## config.mk

```make
export PLATFORM = sky130hd
export DESIGN_NAME = reg_file_mp_flat
export DESIGN_NICKNAME = d
export VERILOG_FILES = /design/src/rtl/reg_file_mp_if.sv /design/src/rtl/reg_file_mp.sv /design/src/flat_wrapper.sv
export SDC_FILE = /design/constraint.sdc
export NUM_CORES = 1
export LEC_CHECK = 0
export ABC_AREA = 1
export CELL_PAD_IN_SITES_DETAIL_PLACEMENT = 0
export CELL_PAD_IN_SITES_GLOBAL_PLACEMENT = 1
export CORE_ASPECT_RATIO = 0.5
export CORE_MARGIN = 2
export CORE_UTILIZATION = 40
export CTS_CLUSTER_SIZE = 25
export DETAILED_ROUTE_END_ITERATION = 8
export GPL_TIMING_DRIVEN = 1
export PLACE_DENSITY_LB_ADDON = 0.1
export SYNTH_ARGS = -nofsm -noshare
export SYNTH_HDL_FRONTEND = slang
export SYNTH_SLANG_ARGS = --single-unit
```

## constraint.sdc

```tcl
create_clock -name clk -period 5.2 [get_ports clk]
set_input_delay 1.04 -clock clk [delete_from_list [all_inputs] [get_ports clk]]
set_output_delay 1.04 -clock clk [all_outputs]
set_load 0.005 [all_outputs]
```

## src/rtl/reg_file_mp_if.sv

```systemverilog
// rtl/reg_file_mp_if.sv - control, write and multi-port read bus of the register file
interface reg_file_mp_if #(
   parameter int ADDR_W = 4,
   parameter int DATA_W = 8,
   parameter int NRD    = 3
) ();
   logic                    clr;
   logic                    busy;
   logic                    wr_en;
   logic [ADDR_W-1:0]       wr_addr;
   logic [DATA_W-1:0]       wr_data;
   logic                    rd_en;
   logic [NRD*ADDR_W-1:0]   rd_addr;
   logic [NRD*DATA_W-1:0]   rd_data;
   logic                    rd_valid;
   logic                    addr_err;

   modport master (
      output clr, wr_en, wr_addr, wr_data, rd_en, rd_addr,
      input  busy, rd_data, rd_valid, addr_err
   );

   modport slave (
      input  clr, wr_en, wr_addr, wr_data, rd_en, rd_addr,
      output busy, rd_data, rd_valid, addr_err
   );
endinterface

```

## src/rtl/reg_file_mp.sv

```systemverilog
// rtl/reg_file_mp.sv - register file with one write port, NRD registered read ports and a clear sweep
module reg_file_mp #(
   parameter int ADDR_W = 4,
   parameter int DEPTH  = 15,
   parameter int DATA_W = 8,
   parameter int NRD    = 3,
   parameter int BYPASS = 1
) (
   input  logic           clk,
   input  logic           rst_n,
   reg_file_mp_if.slave   bus
);

   typedef enum logic {CLEAR, IDLE} state_t;

   localparam logic [ADDR_W:0]   DEPTH_X = (ADDR_W+1)'(DEPTH);
   localparam logic [ADDR_W-1:0] LAST    = ADDR_W'(DEPTH - 1);

   state_t                  stateQ, stateD;
   logic [ADDR_W-1:0]       ptrQ, ptrD;
   logic [DATA_W-1:0]       mem [DEPTH];
   logic                    memWe;
   logic [ADDR_W-1:0]       memWaddr;
   logic [DATA_W-1:0]       memWdata;
   logic                    wrHit;
   logic                    rdAccept;
   logic                    errD;
   logic [ADDR_W-1:0]       rAddr;
   logic [NRD*DATA_W-1:0]   rdDataD, rdDataQ;
   logic                    rdValidQ;
   logic                    addrErrQ;

   function automatic logic inRange(input logic [ADDR_W-1:0] a);
      return {1'b0, a} < DEPTH_X;
   endfunction

   always_ff @(posedge clk or negedge rst_n) begin
      if (!rst_n) begin
         stateQ   <= CLEAR;
         ptrQ     <= '0;
         rdDataQ  <= '0;
         rdValidQ <= 1'b0;
         addrErrQ <= 1'b0;
      end else begin
         stateQ   <= stateD;
         ptrQ     <= ptrD;
         if (rdAccept)
            rdDataQ <= rdDataD;
         rdValidQ <= rdAccept;
         addrErrQ <= errD;
      end
   end

   // Storage carries no reset; the sweep is what defines its contents.
   always_ff @(posedge clk) begin
      if (memWe)
         mem[memWaddr] <= memWdata;
   end

   always_comb begin
      stateD   = stateQ;
      ptrD     = ptrQ;
      memWe    = 1'b0;
      memWaddr = ptrQ;
      memWdata = '0;
      wrHit    = 1'b0;
      rdAccept = 1'b0;
      errD     = 1'b0;
      rAddr    = '0;
      rdDataD  = '0;

      case (stateQ)
         CLEAR: begin
            memWe = 1'b1;
            ptrD  = ptrQ + 1'b1;
            if (ptrQ == LAST) begin
               stateD = IDLE;
               ptrD   = '0;
            end
         end

         IDLE: begin
            // A clear request drops a same-cycle write but still services the read.
            if (bus.clr) begin
               stateD = CLEAR;
               ptrD   = '0;
            end else if (bus.wr_en) begin
               if (inRange(bus.wr_addr)) begin
                  memWe    = 1'b1;
                  memWaddr = bus.wr_addr;
                  memWdata = bus.wr_data;
                  wrHit    = 1'b1;
               end else begin
                  errD = 1'b1;
               end
            end

            if (bus.rd_en) begin
               rdAccept = 1'b1;
               for (int i = 0; i < NRD; i++) begin
                  rAddr = bus.rd_addr[i*ADDR_W +: ADDR_W];
                  if (!inRange(rAddr)) begin
                     errD = 1'b1;
                     rdDataD[i*DATA_W +: DATA_W] = '0;
                  end else if ((BYPASS != 0) && wrHit && (rAddr == bus.wr_addr)) begin
                     rdDataD[i*DATA_W +: DATA_W] = bus.wr_data;
                  end else begin
                     rdDataD[i*DATA_W +: DATA_W] = mem[rAddr];
                  end
               end
            end
         end

         default: begin
            stateD = CLEAR;
            ptrD   = '0;
         end
      endcase
   end

   assign bus.busy     = (stateQ == CLEAR);
   assign bus.rd_data  = rdDataQ;
   assign bus.rd_valid = rdValidQ;
   assign bus.addr_err = addrErrQ;

endmodule

```

## src/flat_wrapper.sv

```systemverilog
// flat-port wrapper written by rule: the top's interface ports become plain ports
module reg_file_mp_flat 
#(
   parameter int ADDR_W = 4,
   parameter int DEPTH  = 15,
   parameter int DATA_W = 8,
   parameter int NRD    = 3,
   parameter int BYPASS = 1
)
  (clk, rst_n, bus_clr, bus_wr_en, bus_wr_addr, bus_wr_data, bus_rd_en, bus_rd_addr, bus_busy, bus_rd_data, bus_rd_valid, bus_addr_err);
  reg_file_mp_if #(.ADDR_W(ADDR_W), .DATA_W(DATA_W), .NRD(NRD)) bus_i ();
  input  logic clk;
  input  logic rst_n;
  input wire logic [$bits(bus_i.clr)-1:0] bus_clr;
  input wire logic [$bits(bus_i.wr_en)-1:0] bus_wr_en;
  input wire logic [$bits(bus_i.wr_addr)-1:0] bus_wr_addr;
  input wire logic [$bits(bus_i.wr_data)-1:0] bus_wr_data;
  input wire logic [$bits(bus_i.rd_en)-1:0] bus_rd_en;
  input wire logic [$bits(bus_i.rd_addr)-1:0] bus_rd_addr;
  output wire logic [$bits(bus_i.busy)-1:0] bus_busy;
  output wire logic [$bits(bus_i.rd_data)-1:0] bus_rd_data;
  output wire logic [$bits(bus_i.rd_valid)-1:0] bus_rd_valid;
  output wire logic [$bits(bus_i.addr_err)-1:0] bus_addr_err;
  assign bus_i.clr = bus_clr;
  assign bus_i.wr_en = bus_wr_en;
  assign bus_i.wr_addr = bus_wr_addr;
  assign bus_i.wr_data = bus_wr_data;
  assign bus_i.rd_en = bus_rd_en;
  assign bus_i.rd_addr = bus_rd_addr;
  assign bus_busy = bus_i.busy;
  assign bus_rd_data = bus_i.rd_data;
  assign bus_rd_valid = bus_i.rd_valid;
  assign bus_addr_err = bus_i.addr_err;
  reg_file_mp #(.ADDR_W(ADDR_W), .DEPTH(DEPTH), .DATA_W(DATA_W), .NRD(NRD), .BYPASS(BYPASS)) u_core (.clk(clk), .rst_n(rst_n), .bus(bus_i));
endmodule
```

# Word-level counts from Yosys, hierarchy flattened
# Memory sizes are Yosys's and may differ from the RTL's.
# Index checks and enable logic that the tools add are counted.
[totals]
n_memories = 1
output_inout_bits = 27
wordCells = 59
in_bits = 29
ram_bits = 120
register_bits = 31
[memory_table]
columns = ["memory", "words", "word_bits", "read_ports", "rd_ports_with_merged_regs", "wr", "line_no", "rtl"]
rows = [
  ["u_core.mem", 15, 8, 3, 0, 1, "reg_file_mp.sv:21", "logic [DATA_W-1:0] mem [DEPTH];"],
]
[classes]
add_sub_neg = 1
n_eq_ne = 5
bitwise = 1
order_cmp = 4
reduce_logical = 3
mux = 39
[ops]
columns = ["cell", "count"]
rows = [
  ["2-to-1 mux 8 bit", 10],
  ["2-to-1 mux 24 bit", 2],
  ["2-to-1 mux 4 bit", 6],
  ["2-to-1 mux 1 bit", 18],
  ["less-than comparator 4 bit, second input constant", 4],
  ["equality test 4 bit", 3],
  ["one-hot mux 4 bit (2 select lines)", 1],
  ["adder 4 x 1 -> 4 bit, second input constant", 1],
  ["equality test 4 bit, second input constant", 1],
  ["one-hot mux 1 bit (2 select lines)", 2],
  ["logical AND 1 bit", 3],
  ["inequality test 2 bit, second input constant", 1],
  ["inverter 1 bit", 1],
]

# Longest topological paths before layout
# Gate-level depths: netlist of run 1.
[depth]
word_depth = 10
ltp_mapped = 12
mapped_depth_nobuf = 10

# Least setup slack after synthesis of run 1
# Ideal clock, no wire load.
[synth_path]
path_type = "in2reg"
start = "input bus_wr_addr[1]"
end = "memory u_core.mem[4][0], enable pin"
n_path_buf = 2
t_required_ns = 4.830
stages = 9
path_slack_ns = 2.563
arrival_ns = 2.267
setup_ns = 0.370
cell_sequence = "buf_4 nand2_4 nor2_2 nor2_4 nand2_2 buf_6 a22oi_2 nand2_1 nor2_1"
[synth_between]
elab_chain_cells = 7
elab_cells_between_ends = 11
classes_between = "order compare (1); mux (10)"
[synth_rtl]
columns = ["item", "line_no", "rtl"]
rows = [
  ["start, declared", "flat_wrapper.sv:16", "input wire logic [$bits(bus_i.wr_addr)-1:0] bus_wr_addr;"],
  ["less-than comparator 4 bit", "reg_file_mp.sv:34", "return {1'b0, a} < DEPTH_X;"],
  ["2-to-1 mux 1 bit", "reg_file_mp.sv:88", "if (inRange(bus.wr_addr)) begin"],
  ["2-to-1 mux 1 bit", "reg_file_mp.sv:87", "end else if (bus.wr_en) begin"],
  ["2-to-1 mux 1 bit", "reg_file_mp.sv:84", "if (bus.clr) begin"],
  ["one-hot mux 1 bit (2 select lines)", "reg_file_mp.sv:72", "case (stateQ)"],
  ["2-to-1 mux 1 bit", "reg_file_mp.sv:56", "if (memWe)"],
  ["2-to-1 mux 1 bit (not written as such)", "reg_file_mp.sv:57", "mem[memWaddr] <= memWdata;"],
  ["end, declared", "reg_file_mp.sv:21", ""],
]
# Parallel ways exist; a longest one is shown, timed or not.

# Final worst setup path of run 1
[layout_path]
start = "input bus_wr_addr[1]"
end = "memory u_core.mem[7][0], enable pin"
# Same word-level chain as after synthesis.

==> flow_metrics.env, run 1 <==
export IMPL_worst_setup_path_start_kind="input pin"
export IMPL_wl_per_cell_um=24.2
export IMPL_first_global_vias=8246
export IMPL_clk_pin_slew_worst_paths_ns=0.06
export IMPL_required_ns=5.27
export IMPL_crit_buf_inv=1
export IMPL_maxUsedRoutingLayer="met4"
export IMPL_cp_max_fo=12
export IMPL_cts_setup_buffers=0
export IMPL_drive_gt1_frac=0.0627
export IMPL_slew_headroom=0.0368
export IMPL_die_area_mm2=0.0246
export IMPL_critical_path_class="in2reg"
export IMPL_synthAdderAreaFrac=0.00269
export IMPL_drc=0
export IMPL_coreArea_mm2=0.0228
export IMPL_slew_viol_final=0
export IMPL_synthSimpleGateAreaFrac=0.409
export IMPL_setup_viol=0
export IMPL_worst_path_most_repeated_cell="nand2_1"
export IMPL_arrival_ns=3.72
export IMPL_design_area_mm2=0.0106
export IMPL_rr_worst_depth=6
export IMPL_start_util=0.407
export IMPL_yosysSeqAreaShare=0.471
export IMPL_routed_wl_um=39100
export IMPL_numCtsBuffers=17
export IMPL_p_leak_nw=4.83
export IMPL_max_cap_viol_count=0
export IMPL_fillers=2311
export IMPL_yosysWarnings=0
export IMPL_reg2reg_from="u_core.stateQ"
export IMPL_dp_hpwl_um=26000
export IMPL_synth_nets=1309
export IMPL_vdd_ir_drop_max_uv=266
export IMPL_hold_path_end="u_core.bus.rd_data[5]"
export IMPL_hold_depth=2
export IMPL_grt_max_degree=59
export IMPL_min_period_ns=3.65
export IMPL_clkLatencyLatePin_ns=0.45
export IMPL_drt_iter0_drc=1815
export IMPL_status="completed"
export IMPL_cts_sinks=151
export IMPL_cts_max_level=4
export IMPL_numPortBuffers=55
export IMPL_grt_pass1_wl_um=56600
export IMPL_dpl_cell_area_mm2=0.00999
export IMPL_yosysUniqueCellTypes=30
export IMPL_root_buffer="clkbuf_16"
export IMPL_wl_met3_um=6470
export IMPL_synth_area_mux_share=0
export IMPL_synth_compound_area_frac=0.0409
export IMPL_fin_setup_tns_ns=0
export IMPL_hold_class="reg2reg"
export IMPL_antenna_found_initial=1
export IMPL_hp_start="u_core.bus.rd_data[5]"
export IMPL_routabilityCongestion=0.952
export IMPL_slowest_delay_ns=0.93
export IMPL_clock_skew_ns=0.00864
export IMPL_die_w_um=220
export IMPL_synth_xor_area_frac=0.00659
export IMPL_syn_area_mm2=0.00931
export IMPL_p_per_area_mw_per_mm2=430
export IMPL_vias=9360
export IMPL_rows=39
export IMPL_layout_nets=1328
export IMPL_worstReg2RegEnd="u_core.mem[10][5]"
export IMPL_tightest_slew_ns=1.44
export IMPL_ant_nets=0
export IMPL_syn_inst=1278
export IMPL_path_cells="clkdlybuf4s50_1, nand2_4, nor2_2, nor2_4, nand2_2, nand2_1, nand2_1, nand2_1, nor2_1"
export IMPL_cts_tree="built"
export IMPL_area_growth_pct=13.9
export IMPL_postSynthAreaPerCell_um2=7.28
export IMPL_grt_util_all_layers=0.323
export IMPL_die_height_um=112
export IMPL_reg2reg_slack_ns=2.46
export IMPL_rsz0062_at_grt="no"
export IMPL_ys_ff_latch=151
export IMPL_cp_slowest_cell="nor2_1"
export IMPL_max_freq_mhz=274
export IMPL_clock_path_buffers=2
export IMPL_power_total_w=0.00456
export IMPL_wl_met1_um=17500
export IMPL_end_kind="register"
export IMPL_crit_cells=9
export IMPL_grt_overflow_total=0
export IMPL_wl_met2_um=14700
export IMPL_hold_violations=0
export IMPL_synth_top_family_by_area="simple AND/OR/NAND/NOR gates"
export IMPL_firstDrtPassIters=5
export IMPL_pin_count=56
export IMPL_cts_resized_gates=0
export IMPL_final_period_utilization=0.702
export IMPL_viasPerCell=5.79
export IMPL_crit_family="simple AND/OR/NAND/NOR gates"
export IMPL_cts_hold_fix_buffers=0
## flip-flops by register name, summed over array words and instances (netlist names)
name and count:
u_core.bus.rd_valid 1, u_core.stateQ 1, u_core.mem 120, u_core.bus.rd_data 24
u_core.bus.addr_err 1, u_core.ptrQ 4
## power breakdown
part,total [W],switching [W],internal [W]
sequential,0.00185,0.000199,0.00165
clock,0.00134,0.000542,0.000798
combinational,0.00137,0.000897,0.000468
total,0.00456,0.00164,0.00292
## cell type report
type	instances	area, um2	area share
Sequential cell	151	4380	0.413
Multi-Input combinational cell	982	4280	0.404
Timing Repair Buffer	75	686	0.0647
Clock buffer	18	429	0.0405
Tap cell	307	384	0.0363
Inverter	70	263	0.0248
Clock inverter	12	175	0.0165
Antenna cell	1	2.50	0.000236
## worst min-delay path: stages, from the launching register on
cell and delay, ns:
dfrtp_1 0.34, nand2_1 0.05, nand2_1 0.05
## worst max-delay path by stage
| stage | end | slack, ns | start |
|---|---|---|---|
| floorplan | u_core.mem[4][0] | 2.56 | bus_wr_addr[1] |
| global placement | u_core.mem[10][0] | 1.24 | bus_wr_addr[1] |
| detailed placement | u_core.mem[10][0] | 1.21 | bus_wr_addr[1] |
| CTS | u_core.mem[10][0] | 1.68 | bus_wr_addr[1] |
| global route | u_core.mem[7][2] | 1.51 | bus_wr_addr[1] |
| finish | u_core.mem[7][0] | 1.55 | bus_wr_addr[1] |
## routing by layer
layer  up-vias  track usage
li1       4210            -
met1      4443        0.516
met2       670        0.403
met3        37        0.123
met4         0       0.0568
met5         -            0
## through the flow
stage	std cells	hold slack (ns)	setup WS, ns	util
after floorplan	1278	0.472	2.56	-
after global placement	1585	0.463	1.24	0.437
after detailed placement	1585	0.469	1.21	0.437
after CTS	1615	0.485	1.68	0.464
after global routing	1615	0.511	1.51	0.464
final	1616	0.480	1.55	0.464
## cells in the final DEF, fill, tap and decap left out, types with 5 or more instances in the layout
cell type,count
nor2_2,6
inv_1,59
nor2_1,27
clkdlybuf4s50_1,52
dfrtp_1,31
a21oi_1,56
nor2_4,5
xor2_1,5
edfxtp_1,120
nand2_2,5
inv_2,8
nand3_1,253
clkbuf_16,17
buf_4,20
nand2_1,604
## synthesized netlist by cell type
library cell | instances | share of area
nand2_1 | 604 | 0.24
nand3_1 | 253 | 0.14
edfxtp_1 | 120 | 0.39
inv_1 | 59 | 0.024
a21oi_1 | 56 | 0.030
buf_2 | 36 | 0.019
dfrtp_1 | 31 | 0.083
nor2_1 | 27 | 0.011
clkbuf_1 | 17 | 0.0069
buf_4 | 12 | 0.0097
buf_1 | 8 | 0.0032
inv_2 | 8 | 0.0032
nor2_2 | 6 | 0.0040
nand2_2 | 5 | 0.0034
nor2_4 | 5 | 0.0061
xor2_1 | 5 | 0.0047
o22ai_1 | 4 | 0.0027
clkinv_1 | 3 | 0.0012
nand4_1 | 3 | 0.0020
buf_6 | 2 | 0.0024
ha_1 | 2 | 0.0027
nand3_2 | 2 | 0.0022
o21ai_0 | 2 | 0.0011
xnor2_1 | 2 | 0.0019
a21oi_4 | 1 | 0.0017
a22o_1 | 1 | 0.00094
a22oi_2 | 1 | 0.0013
nand2_4 | 1 | 0.0012
o21ai_4 | 1 | 0.0017
o21bai_2 | 1 | 0.0012
## logic make-up (layout without fill, tap and decap cells)
group | count (synthesis) | count (layout)
and+or+nand+nor | 906 | 906
DFF | 151 | 151
buffers and inverters | 145 | 175
AOI/OAI and AO/OA | 67 | 67
xor gates and xnor gates | 7 | 7
adders and majority gates | 2 | 2
other | 0 | 1
Power figures use the tool's default switching activity.
==> inputs of run 2 (changes only) <==
clock period = 3.8 ns   (was 5.2 ns; I/O delays follow)
==> run 2 against run 1 <==
Net effect: global-route usage fell by 1.3 points; highest routed layer unchanged; largest cell class unchanged; power grew 33%; clock-buffer cell count stayed put; clock power grew 22%.
==> flow_metrics.env, run 2 (synthesis gave the netlist of run 1 again) <==
export IMPL_grt_overflow_total=0
export IMPL_hold_violations=0
export IMPL_layout_nets=1357
export IMPL_slowest_delay_ns=0.63
export IMPL_rsz0062_at_grt="no"
export IMPL_final_period_utilization=0.782
export IMPL_end_kind="register"
export IMPL_vias=9304
export IMPL_p_leak_nw=4.95
export IMPL_max_cap_viol_count=0
export IMPL_clk_pin_slew_worst_paths_ns=0.07
export IMPL_routabilityCongestion=0.918
export IMPL_dp_hpwl_um=25500
export IMPL_cts_hold_fix_buffers=0
export IMPL_cp_startpoint="bus_wr_addr[2]"
export IMPL_die_w_um=220
export IMPL_worstReg2RegEnd="u_core.mem[5][5]"
export IMPL_path_cells="clkdlybuf4s50_1, nand2_1, nor2_2, nor2_4, nand2_2, nand2_2, nand2_2, nor2_1, nand2_1, nor2_1"
export IMPL_ant_nets=0
export IMPL_p_per_area_mw_per_mm2=562
export IMPL_top_register="u_core.mem"
export IMPL_grt_pass1_wl_um=55000
export IMPL_setup_viol=0
export IMPL_die_area_mm2=0.0246
export IMPL_arrival_ns=3.05
export IMPL_diodes=0
export IMPL_critical_path_class="in2reg"
export IMPL_layout_common_cells="604 x nand2_1, 253 x nand3_1, 120 x edfxtp_1"
export IMPL_grt_util_all_layers=0.311
export IMPL_pin_count=56
export IMPL_endpoint="u_core.mem[5][5]"
export IMPL_cts_max_level=4
export IMPL_vdd_ir_drop_max_uv=323
export IMPL_routed_wl_um=37100
export IMPL_cp_max_fo=12
export IMPL_reg2reg_from="u_core.stateQ"
export IMPL_firstDrtPassIters=6
export IMPL_start_util=0.407
export IMPL_clock_path_buffers=2
export IMPL_slew_headroom=0.468
export IMPL_antenna_found_initial=0
export IMPL_coreArea_mm2=0.0228
export IMPL_numCtsBuffers=17
export IMPL_first_global_vias=8240
export IMPL_slew_viol_final=0
export IMPL_die_height_um=112
export IMPL_area_growth_pct=15.9
export IMPL_cts_setup_buffers=0
export IMPL_power_total_w=0.00606
export IMPL_rr_worst_depth=7
export IMPL_reg2reg_slack_ns=1.34
export IMPL_final_common_cell="nand2_1"
export IMPL_hold_class="reg2reg"
export IMPL_min_period_ns=2.97
export IMPL_numPortBuffers=55
export IMPL_cp_slowest_cell="nor2_1"
export IMPL_cts_resized_gates=0
export IMPL_fin_setup_tns_ns=0
export IMPL_worst_setup_path_start_kind="input pin"
export IMPL_tightest_slew_ns=0.798
export IMPL_rows=39
export IMPL_max_freq_mhz=337
export IMPL_clkLatencyLatePin_ns=0.45
export IMPL_drt_iter0_drc=1686
export IMPL_clock_skew_ns=0.0112
export IMPL_root_buffer="clkbuf_16"
export IMPL_required_ns=3.88
export IMPL_viasPerCell=5.65
export IMPL_status="completed"
export IMPL_cts_tree="built"
export IMPL_cts_sinks=151
export IMPL_largest_reg_flops=120
export IMPL_worst_path_most_repeated_cell="nand2_2"
export IMPL_grt_max_degree=59
export IMPL_drc=0
export IMPL_wl_per_cell_um=22.6
export IMPL_drive_gt1_frac=0.0851
[run 2: report_power, final]
| group | switching (W) | internal, W | total (W) |
|---|---|---|---|
| logic | 0.00117 | 0.000713 | 0.00188 |
| registers | 0.000299 | 0.00225 | 0.00255 |
| clock network | 0.000767 | 0.000862 | 0.00163 |
[run 2: area by class of cell]
| type | count | area [um2] |
|---|---|---|
| Clock inverter | 14 | 138 |
| Clock buffer | 18 | 429 |
| Multi-Input combinational cell | 982 | 4280 |
| Timing Repair Buffer | 104 | 916 |
| Fill cell | 2273 | 12100 |
| Inverter | 70 | 263 |
| Sequential cell | 151 | 4380 |
| Tap cell | 307 | 384 |
[run 2: routing by layer]
metal | wire length, um | GRT usage | up-vias
met5 | 0 | 0 | -
met4 | 580 | 0.0667 | 0
met3 | 5030 | 0.0975 | 48
met2 | 14100 | 0.403 | 603
met1 | 17400 | 0.492 | 4379
li1 | - | - | 4274
[run 2: how the worst min path moves through the flow]
stage	to	depth (start not counted)	from
2_1_floorplan	u_core.bus.addr_err	0	rst_n
3_3_place_gp	u_core.bus.rd_data[15]	2	u_core.bus.rd_data[15]
3_5_place_dp	u_core.bus.rd_data[12]	2	u_core.bus.rd_data[12]
4_1_cts	u_core.bus.rd_data[12]	2	u_core.bus.rd_data[12]
5_1_grt	u_core.bus.rd_data[15]	2	u_core.bus.rd_data[15]
6_report	u_core.bus.rd_data[12]	2	u_core.bus.rd_data[12]
[run 2: metrics by stage]
stage	instances	area, um2	utilization	setup slack (ns)	hold WS [ns]
6_report	1646	10800	0.472	0.829	0.479
5_1_grt	1646	10800	0.472	0.728	0.505
4_1_cts	1646	10800	0.472	0.869	0.484
3_5_place_dp	1614	10200	0.447	0.388	0.466
3_3_place_gp	1614	10200	0.447	0.599	0.464
2_1_floorplan	1278	9310	-	1.44	0.464
[run 2: critical path, delay by kind of cell]
kind | cells | cell delay, ns
AND/OR/NAND/NOR | 9 | 1.75
buffers and inverters | 1 | 0.54
